[src/rtl/huff_pkg.sv]
// Shared definitions for the Huffman node store and the pickers that scan it.
package huff_pkg;

    localparam int NODE_W = 36;
    localparam int IDX_W  = 8;

    // An all-ones frame marks an unused store unit.
    localparam logic [NODE_W-1:0] EMPTY_NODE = {NODE_W{1'b1}};

    typedef enum logic [1:0] {
        IDLE  = 2'd0,
        SCAN  = 2'd1,
        CLEAN = 2'd2,
        DONE  = 2'd3
    } sel_state_t;

endpackage

[src/rtl/node_cmp.sv]
// Candidate-vs-best compare: take the candidate when it is valid and strictly smaller.
module node_cmp #(
    parameter int NODE_W = huff_pkg::NODE_W
) (
    input  logic [NODE_W-1:0] cand,
    input  logic [NODE_W-1:0] best,
    output logic              take
);

    // Strict less-than keeps the earlier (lower index) node on ties.
    assign take = (cand != {NODE_W{1'b1}}) && (cand < best);

endmodule

[src/rtl/node_min_select.sv]
// Sequentially scans all node store units and picks the smallest valid frame.
// state | meaning
// IDLE  | waiting for start
// SCAN  | one unit compared per cycle, ascending index
// CLEAN | strobe clean_en for the picked unit (if any)
// DONE  | present result with res_valid for one cycle
module node_min_select
    import huff_pkg::*;
#(
    parameter int NUM_UNITS = 16,
    parameter int NODE_W    = huff_pkg::NODE_W
) (
    input  logic                        clk,
    input  logic                        rstN,
    input  logic [NODE_W*NUM_UNITS-1:0] nodes_in,
    input  logic                        start,
    output logic                        busy,
    output logic [IDX_W-1:0]            clean,
    output logic                        clean_en,
    output logic [NODE_W-1:0]           min_node,
    output logic [IDX_W-1:0]            min_idx,
    output logic                        min_empty,
    output logic                        res_valid
);

    localparam logic [IDX_W-1:0] LAST_IDX = IDX_W'(NUM_UNITS - 1);

    sel_state_t        state_q, state_d;
    logic [IDX_W-1:0]  scan_idx_q;
    logic [NODE_W-1:0] best_q;
    logic [IDX_W-1:0]  best_idx_q;
    logic              found_q;
    logic [NODE_W-1:0] cur_node;
    logic              take;

    // Mux driven only by the registered scan index, so each unit is sampled exactly once.
    always_comb begin
        cur_node = '0;
        for (int i = 0; i < NUM_UNITS; i++) begin
            if (scan_idx_q == IDX_W'(i)) begin
                cur_node = nodes_in[NODE_W*i +: NODE_W];
            end
        end
    end

    node_cmp #(.NODE_W(NODE_W)) u_cmp (
        .cand (cur_node),
        .best (best_q),
        .take (take)
    );

    always_ff @(posedge clk or negedge rstN) begin
        if (!rstN) begin
            state_q <= IDLE;
        end else begin
            state_q <= state_d;
        end
    end

    always_comb begin
        state_d = state_q;
        unique case (state_q)
            IDLE:    if (start) state_d = SCAN;
            SCAN:    if (scan_idx_q == LAST_IDX) state_d = CLEAN;
            CLEAN:   state_d = DONE;
            DONE:    state_d = IDLE;
            default: state_d = IDLE;
        endcase
    end

    always_ff @(posedge clk or negedge rstN) begin
        if (!rstN) begin
            scan_idx_q <= '0;
            best_q     <= '1;
            best_idx_q <= '0;
            found_q    <= 1'b0;
            min_node   <= '0;
            min_idx    <= '0;
            min_empty  <= 1'b0;
        end else begin
            unique case (state_q)
                IDLE: begin
                    if (start) begin
                        scan_idx_q <= '0;
                        best_q     <= '1;
                        best_idx_q <= '0;
                        found_q    <= 1'b0;
                    end
                end
                SCAN: begin
                    if (take) begin
                        best_q     <= cur_node;
                        best_idx_q <= scan_idx_q;
                        found_q    <= 1'b1;
                    end
                    if (scan_idx_q != LAST_IDX) begin
                        scan_idx_q <= scan_idx_q + 1'b1;
                    end
                end
                CLEAN: begin
                    min_node  <= found_q ? best_q : '1;
                    min_idx   <= found_q ? best_idx_q : '0;
                    min_empty <= !found_q;
                end
                default: ;
            endcase
        end
    end

    assign busy      = (state_q != IDLE);
    assign clean_en  = (state_q == CLEAN) && found_q;
    assign clean     = clean_en ? best_idx_q : '0;
    assign res_valid = (state_q == DONE);

endmodule

[config.mk]
export PLATFORM = sky130hd
export DESIGN_NAME = node_min_select
export DESIGN_NICKNAME = d
export VERILOG_FILES = /design/src/rtl/huff_pkg.sv /design/src/rtl/node_cmp.sv /design/src/rtl/node_min_select.sv
export SDC_FILE = /design/constraint.sdc
export NUM_CORES = 1
export LEC_CHECK = 0
export CELL_PAD_IN_SITES_DETAIL_PLACEMENT = 1
export CELL_PAD_IN_SITES_GLOBAL_PLACEMENT = 1
export CORE_AREA = 2 2 250 252
export DETAILED_ROUTE_END_ITERATION = 7
export DIE_AREA = 0 0 252 254
export PLACE_DENSITY = 0.68
export SYNTH_ARGS = -nofsm -noshare
export SYNTH_HDL_FRONTEND = slang
export SYNTH_HIERARCHICAL = 1
export SYNTH_SLANG_ARGS = --single-unit
[constraint.sdc]
create_clock -name clk -period 9.75 [get_ports clk]
set_clock_uncertainty 0.15 [all_clocks]
set_input_delay 1.95 -clock clk [delete_from_list [all_inputs] [get_ports clk]]
set_output_delay 1.95 -clock clk [all_outputs]
set_load 0.02 [all_outputs]
=== Yosys cells after proc, flatten, opt, wreduce, memory -nomap -nowiden ===
Cells that the tools add are included.

* $add $sub $neg: 1
* Magnitude comparators: 1
* Reduce and logical (&&, ||, !) cells: 10
* Muxes and demuxes: 33
* Eq/ne operators: 24

{| class="wikitable"
|+ Operator list
! operator !! count
|-
| 36-bit 2-to-1 mux || 19
|-
| 36-bit case mux with 2 select lines || 1
|-
| 8-bit by 4-bit equality test with 1-bit output (second input constant) || 8
|-
| 8-bit 2-to-1 mux || 5
|-
| 36-bit < comparator || 1
|-
| 36-bit inequality test (second input constant) || 1
|-
| 8-bit by 3-bit equality test with 1-bit output (second input constant) || 4
|-
| 8-bit case mux with 2 select lines || 2
|-
| 8-bit by 2-bit equality test with 1-bit output (second input constant) || 2
|-
| 8-bit by 1-bit adder with 8-bit output (second input constant) || 1
|-
| 8-bit by 1-bit equality test with 1-bit output (second input constant) || 1
|-
| 8-bit zero test || 1
|-
| 2-bit inequality test (second input constant) || 4
|-
| 8-bit by 4-bit inequality test with 1-bit output (second input constant) || 1
|-
| 2-bit case mux with 4 select lines || 1
|-
| 3-bit AND reduction || 2
|-
| 2-bit equality test (second input constant) || 2
|-
| 2-bit 2-to-1 mux || 2
|-
| 2-bit nonzero test || 2
|-
| 2-bit by 1-bit equality test with 1-bit output (second input constant) || 1
|-
| 1-bit logical AND || 2
|-
| 2-bit zero test || 1
|-
| 1-bit 2-to-1 mux || 2
|-
| 1-bit case mux with 2 select lines || 1
|-
| other kinds (2) || 2
|}

* Register bits after elaboration: 100
* Input bits: 579
* Output and inout port bits: 56
* Logic and storage cells: 77

=== Logic depth before layout (Yosys ltp) ===
* Depth in word-level cells: 21
* Gate-level depth with buffers: 24
* Mapped depth without buffers: 19

=== By module ===
The synthesis kept the hierarchy.

{| class="wikitable"
|+ By module, submodules not included
! module !! cells an instance !! seq. area each (µm²) !! times used !! area each (µm²)
|-
| node_min_select || 1331 || 2547.4 || 1 || 9995.8
|-
| node_cmp || 135 || 0.0 || 1 || 964.7
|}

=== Worst setup path before layout ===
OpenSTA, ideal clock, no wires.

* Path type: input port to flip-flop
* From: in nodes_in[95]
* To: reg best_q[3]
* Setup time: 0.073 ns
* Data required time: 9.527 ns
* Setup slack: 4.306 ns
* Data arrival time: 5.221 ns
* Stages on the path: 17
* Path buffers: 1
* Path through: and4_1 -> o21a_1 -> a221o_1 -> a222oi_1 -> or4_1 -> o21ai_0 -> ha_1 -> a21oi_1 -> o21ai_0 -> a221oi_1 -> nor3_1 -> a211oi_2 -> inv_1 -> a21oi_1 -> clkbuf_1 -> o22ai_1 -> a21oi_1

* Cells in the longest elaborated chain, start to end: 18
* Elaborated cells between the ends (all ways): 19
* Those cells by class: order compare: 1; eq/ne: 2; mux: 14; reduce/logical: 2

{| class="wikitable"
|+ Ends and longest elaborated chain
! item !! RTL line !! text
|-
| from (decl) || node_min_select.sv:15 || <nowiki>input logic [NODE_W*NUM_UNITS-1:0] nodes_in,</nowiki>
|-
| 36-bit 2-to-1 mux * (14 in a row) || node_min_select.sv:40 || <nowiki>if (scan_idx_q == IDX_W'(i)) begin</nowiki>
|-
| via cur_node[23] || node_min_select.sv:33 || <nowiki>logic [NODE_W-1:0] cur_node;</nowiki>
|-
| 36-bit < comparator / 36-bit inequality test (equally long branches) || node_cmp.sv:11 || <nowiki>assign take = (cand != {NODE_W{1'b1}}) && (cand < best);</nowiki>
|-
| 1-bit logical AND * || node_cmp.sv:11 ||
|-
| via take || node_min_select.sv:34 || <nowiki>logic take;</nowiki>
|-
| 2-bit inequality test (no line) * || -- ||
|-
| 3-bit AND reduction (no line) * || -- ||
|-
| to (signal assigned) || node_min_select.sv:92 || <nowiki>best_q <= cur_node;</nowiki>
|-
| to (decl) || node_min_select.sv:30 || <nowiki>logic [NODE_W-1:0] best_q;</nowiki>
|}

The timed path passes the listed nets; every way through them passes the cells marked *.
A chain may end at the register's enable or synchronous reset.

=== Worst setup path after layout ===
* From: reg scan_idx_q[5]
* To: reg best_q[5]

* Cells in the longest elaborated chain, start to end: 21
* Elaborated cells between the ends (all ways): 39
* Those cells by class: order compare: 1; eq/ne: 17; mux: 18; reduce/logical: 3

{| class="wikitable"
|+ Ends and longest elaborated chain
! item !! RTL line !! text
|-
| from (decl) || node_min_select.sv:29 || <nowiki>logic [IDX_W-1:0] scan_idx_q;</nowiki>
|-
| from (signal assigned) || node_min_select.sv:97 || <nowiki>scan_idx_q <= scan_idx_q + 1'b1;</nowiki>
|-
| 8-bit zero test || node_min_select.sv:40 ||
|-
| 36-bit 2-to-1 mux (15 in a row) || node_min_select.sv:40 ||
|-
| 36-bit 2-to-1 mux * || node_min_select.sv:40 ||
|-
| via cur_node[25] || node_min_select.sv:33 ||
|-
| 36-bit < comparator / 36-bit inequality test (equally long branches) || node_cmp.sv:11 ||
|-
| 1-bit logical AND * || node_cmp.sv:11 ||
|-
| via take || node_min_select.sv:34 ||
|-
| 2-bit inequality test (no line) * || -- ||
|-
| 3-bit AND reduction (no line) * || -- ||
|}

The timed path passes the listed nets; every way through them passes the cells marked *. The select of a mux whose other input is x is not followed.

==> metrics list <==
- Max Slew Vio Count: 0
- I/O pin cnt: 635
- # DRC: 0
- Setup violations remaining at the end of the flow were counted as 0.
- Number of standard cells in the final layout excluding fillers: 2844
- RSZ-0062 raised after global routing: false
- At the end of routability-driven placement, the weighted congestion stood at 0.9529.
- For this run, the slowest stage of the critical path takes 1.21 ns.
- Clock latency at the later pin of the worst-skew pair: 0.38 ns
- After Yosys synthesis, full adders, half adders and majority gates account for 5.023% of the synthesized area.
* Share of the yosys chip area belonging to registers: 23.24%
* Initial core utilization: 17.89%
* Maximum root-to-sink buffer count: 2
* Routed length on met1: 41.22 mm
- Hold Crit Class: flop to flop
- Total standard cell area after synthesis: 10960 um2
- Data arrival at the endpoint of the critical path: 7.52 ns
* Largest family of logic cells by synthesized area: compound AO/OA/AOI/OAI gates
- DRT iter0 DRCs: 1226
* Post-DR vias/cell: 5.608
- In the synthesized netlist the async set-or-reset flop fraction comes to 100.0%.
- Number of max-cap violations: 0
* Clock tree from TritonCTS: done
* Outcome: complete, no violations
* Worst-margin pin slew: 1.268 ns
- Measured on the finished design, the core utilization comes to 30.12%.
* Instance count of the mapped netlist: 1466
- Multiplexer area fraction after synthesis: 0%
- After Yosys synthesis, and, or, nand and nor cells account for 19.81% of the synthesized area.
- Measured against its own limit, the worst slew margin works out to 15.05%.
- Nets in the synthesized netlist: 2089
- The H-tree was split into 3 levels.
* Global-route wire length before repair: 135.4 mm
- The Yosys step of the flow raised 6 warnings.
* Total CTS buffers: 9
- Synthesized flop and latch total: 100
* Average wire per standard cell: 35.42 um
- Summing the areas of all xor and xnor instances in the mapped netlist gives 0.4795% of the synthesized area.
- Top metal layer carrying routed signals: met5
- Highest ir drop seen on vdd: 0.1255 mV
- Met2 Wirelength: 47.86 mm
- After routing, the total negative slack on setup checks comes to 0 ns.
* Area grow syn2layout: 68.36%
- Overall die height: 254 um
* Hold-fix buffers, CTS: 0
- In the final design database the tool counted 2648 nets.
- Across all hold checks on the routed design, the worst slack comes to 0.3373 ns.
* Cell type group with the largest total delay on the critical path: simple AND/OR/NAND/NOR gates
- Count of flip-flops with a built-in enable after synthesis: 0
* Cell row count: 91
* Setup Fix Bufs, Post-CTS: 0
- Horizontal die dimension: 252 um
- Power Total: 4.991 mW
- The final hold violation count came to 0.
- After clock tree synthesis, the repair step resized 0 gates.
- Mapped Avg Cell Area: 7.476 um2
* Total instance count after detailed placement: 2804
- The worst path needs 7.382 ns of the cycle, external delays included.
- Leakage: 6.887 nW
* All-layer global routing usage: 30.33%
- Number of unique standard cell types used by synthesis: 79
* Die Area: 64010 um2
* Data required time of the worst path: 9.89 ns
- The initial antenna violation count was 37.
- Number of nets with antenna violations after routing: 0
- CTS root buffer: sky130_fd_sc_hd__clkbuf_16
- Area inside the core boundary: 61260 um2
- Half-perimeter wire length of the detailed placement result: 81.57 mm
- Fraction of final layout cells with drive strength greater than 1: 7.783%
- Buffers added on ports: 634
- The pre-antenna-repair detailed-routing pass consisted of 5 iterations.
* Crit end category: flop
- The number of global-route vias before repair is 16794.
- CTS clk-pin slew, worst paths: 0.08 ns
- The total overflow left after global routing is 0.
- Most used DFF post-synth: sky130_fd_sc_hd__dfrtp_1
- Dividing the final minimum period by the clock period gives 75.72%.
- Power spread over the standard cell area amounts to 270.5 nW/um2.
- Entering global routing, the biggest net connects 73 pins.
* Compound-gate portion of the synthesized area: 43.88%
- Cell at the slowest stage of the critical path: sky130_fd_sc_hd__a31oi_1
* Total Routed Length: 100.7 mm
* CP Max Fanout: 16
* Clk sinks: 100
- Crit path launch type: flop
* Number of buffers and inverters on the critical path: 1
- Crit Path Category: flop to flop
- For this run, the top clock speed supported by timing is 0.1355 GHz.
- Summing over every cut layer, the via total after detailed routing is 15948.
- Crit path cell chain: nor2_1 > nand2_1 > a31oi_1 > a2111oi_0 > and3_1 > or2_2 > ha_1 > a21o_1 > a21o_1 > a221oi_1 > nor3_1 > a211oi_2 > nand3_1 > buf_4 > nor2_1 > a31oi_1
- After detailed routing, the met3 layer carries 6.877 mm of wire.
## tightest hold or removal path, cell delays in order, from the launching register on
cell and delay [ns]:
sky130_fd_sc_hd__dfrtp_1 0.34, sky130_fd_sc_hd__nand2_1 0.05, sky130_fd_sc_hd__o21ai_0 0.06
## path summary, 6_finish.rpt
| kind | start | end | slack [ns] | cells past startpoint |
|---|---|---|---|---|
| min | min_empty | min_empty | 0.34 | 2 |
| max in group asynchronous | rstN | min_idx[4] | 6.78 | 2 |
| max | scan_idx_q[5] | best_q[5] | 2.37 | 16 |
| min reg2reg | min_empty | min_empty | 0.34 | 2 |
| max reg2reg | scan_idx_q[5] | best_q[5] | 2.37 | 16 |
| min in group asynchronous | rstN | min_node[31] | 1.56 | 1 |
## sequential cells by signal, indices dropped and copies added (netlist names)
signal and flops:
best_q 36, min_node 36, best_idx_q 8, min_idx 8, scan_idx_q 8, state_q 2
found_q 1, min_empty 1
## cells in the final DEF (no fill, tap or decap), types with 25 or more instances in the layout
master / synthesis / routed
sky130_fd_sc_hd__ha_1: 44 / 42
sky130_fd_sc_hd__dfstp_2: 36 / 36
sky130_fd_sc_hd__nand3_1: 37 / 37
sky130_fd_sc_hd__and3_1: 35 / 35
sky130_fd_sc_hd__nand4_1: 26 / 26
sky130_fd_sc_hd__a31oi_1: 30 / 30
sky130_fd_sc_hd__a22o_1: 25 / 25
sky130_fd_sc_hd__a221oi_1: 34 / 34
sky130_fd_sc_hd__buf_4: 6 / 52
sky130_fd_sc_hd__nor3_1: 46 / 45
sky130_fd_sc_hd__o211ai_1: 25 / 25
sky130_fd_sc_hd__clkdlybuf4s50_1: 0 / 633
sky130_fd_sc_hd__inv_1: 51 / 51
sky130_fd_sc_hd__nor2_1: 102 / 102
sky130_fd_sc_hd__a21oi_1: 132 / 131
sky130_fd_sc_hd__o22a_1: 47 / 47
sky130_fd_sc_hd__dfrtp_1: 64 / 62
sky130_fd_sc_hd__nand2_1: 117 / 115
sky130_fd_sc_hd__o22ai_1: 77 / 77
sky130_fd_sc_hd__a22oi_1: 51 / 51
sky130_fd_sc_hd__o21ai_0: 104 / 103
## final cells by class
type	instances	area, um2
clock inverter	5	53.80
multi-input combinational	1175	7622
antenna	24	60.06
tap	790	988.4
clock buffer	11	232.7
inverter	53	198.9
fill	7306	42800
sequential	100	2550
timing repair buffer	686	6746
## logic make-up (layout without fill, tap and decap cells)
kind of cell | Yosys count | count (layout)
and+or+nand+nor | 433 | 433
DFF | 100 | 100
xor gates and xnor gates | 6 | 6
other | 0 | 24
buffers and inverters | 191 | 755
adders and majority gates | 44 | 44
AOI/OAI and AO/OA | 692 | 692
## cells in the mapped netlist (4+ instances only)
cell                        number  area (um2)
sky130_fd_sc_hd__a22o_1         25       219.0
sky130_fd_sc_hd__or3b_2          4       35.03
sky130_fd_sc_hd__ha_1           44       550.5
sky130_fd_sc_hd__buf_4           6       45.04
sky130_fd_sc_hd__nor3_2          4       40.04
sky130_fd_sc_hd__o21ai_1         4       20.02
sky130_fd_sc_hd__nor2_1        102       382.9
sky130_fd_sc_hd__dfstp_2        36       945.9
sky130_fd_sc_hd__buf_6           6       67.56
sky130_fd_sc_hd__o32a_1         18       180.2
sky130_fd_sc_hd__nand2_1       117       439.2
sky130_fd_sc_hd__o21a_1         11       82.58
sky130_fd_sc_hd__dfrtp_1        64        1602
sky130_fd_sc_hd__nor2_4          4       45.04
sky130_fd_sc_hd__a22oi_1        51       382.9
sky130_fd_sc_hd__buf_1          10       37.54
sky130_fd_sc_hd__a211oi_1       12       90.09
sky130_fd_sc_hd__inv_1          51       191.4
sky130_fd_sc_hd__and3_1         35       219.0
sky130_fd_sc_hd__nand3_1        37       185.2
sky130_fd_sc_hd__a21oi_1       132       660.6
sky130_fd_sc_hd__nor2b_1         7       43.79
sky130_fd_sc_hd__a32oi_1         6       52.55
sky130_fd_sc_hd__or3_1           9       56.30
sky130_fd_sc_hd__a211o_1         4       35.03
sky130_fd_sc_hd__o221ai_1       17       148.9
sky130_fd_sc_hd__o22a_1         47       411.6
sky130_fd_sc_hd__o22ai_1        77       481.7
sky130_fd_sc_hd__clkbuf_1       80       300.3
sky130_fd_sc_hd__nor3_1         46       230.2
sky130_fd_sc_hd__a21o_1         20       150.1
sky130_fd_sc_hd__nand4_1        26       162.7
sky130_fd_sc_hd__o21ai_0       104       520.5
sky130_fd_sc_hd__o2bb2ai_1       7       61.31
sky130_fd_sc_hd__a221o_1        11       110.1
sky130_fd_sc_hd__a31oi_1        30       187.7
sky130_fd_sc_hd__nand2b_1        9       56.30
sky130_fd_sc_hd__a2111oi_0      10       87.58
sky130_fd_sc_hd__buf_2          35       175.2
sky130_fd_sc_hd__a221oi_1       34       297.8
sky130_fd_sc_hd__o211ai_1       25       187.7
sky130_fd_sc_hd__and4_1          4       35.03
sky130_fd_sc_hd__or2_2          11       68.82
sky130_fd_sc_hd__a311oi_1        4       35.03
## metal layers
metal	vias up	GRT usage, %
met4	16	14.42
met3	166	6.115
met5	-	0
li1	6891	-
met1	8035	37.20
met2	840	50.79
## metrics by stage
stage	area [um2]	worst slack (ns)
floorplan	10960	4.306
global placement	18110	2.646
detailed placement	18110	2.475
CTS	18390	2.438
global route	18440	2.148
finish	18450	2.368
## report_power, final
group	leakage (nW)	internal (mW)	switching (mW)
Combinational	5.65	1.32	2.56
Sequential	1.09	0.597	0.135
Clock	0.144	0.199	0.175
(Power assumes the default switching activity.)
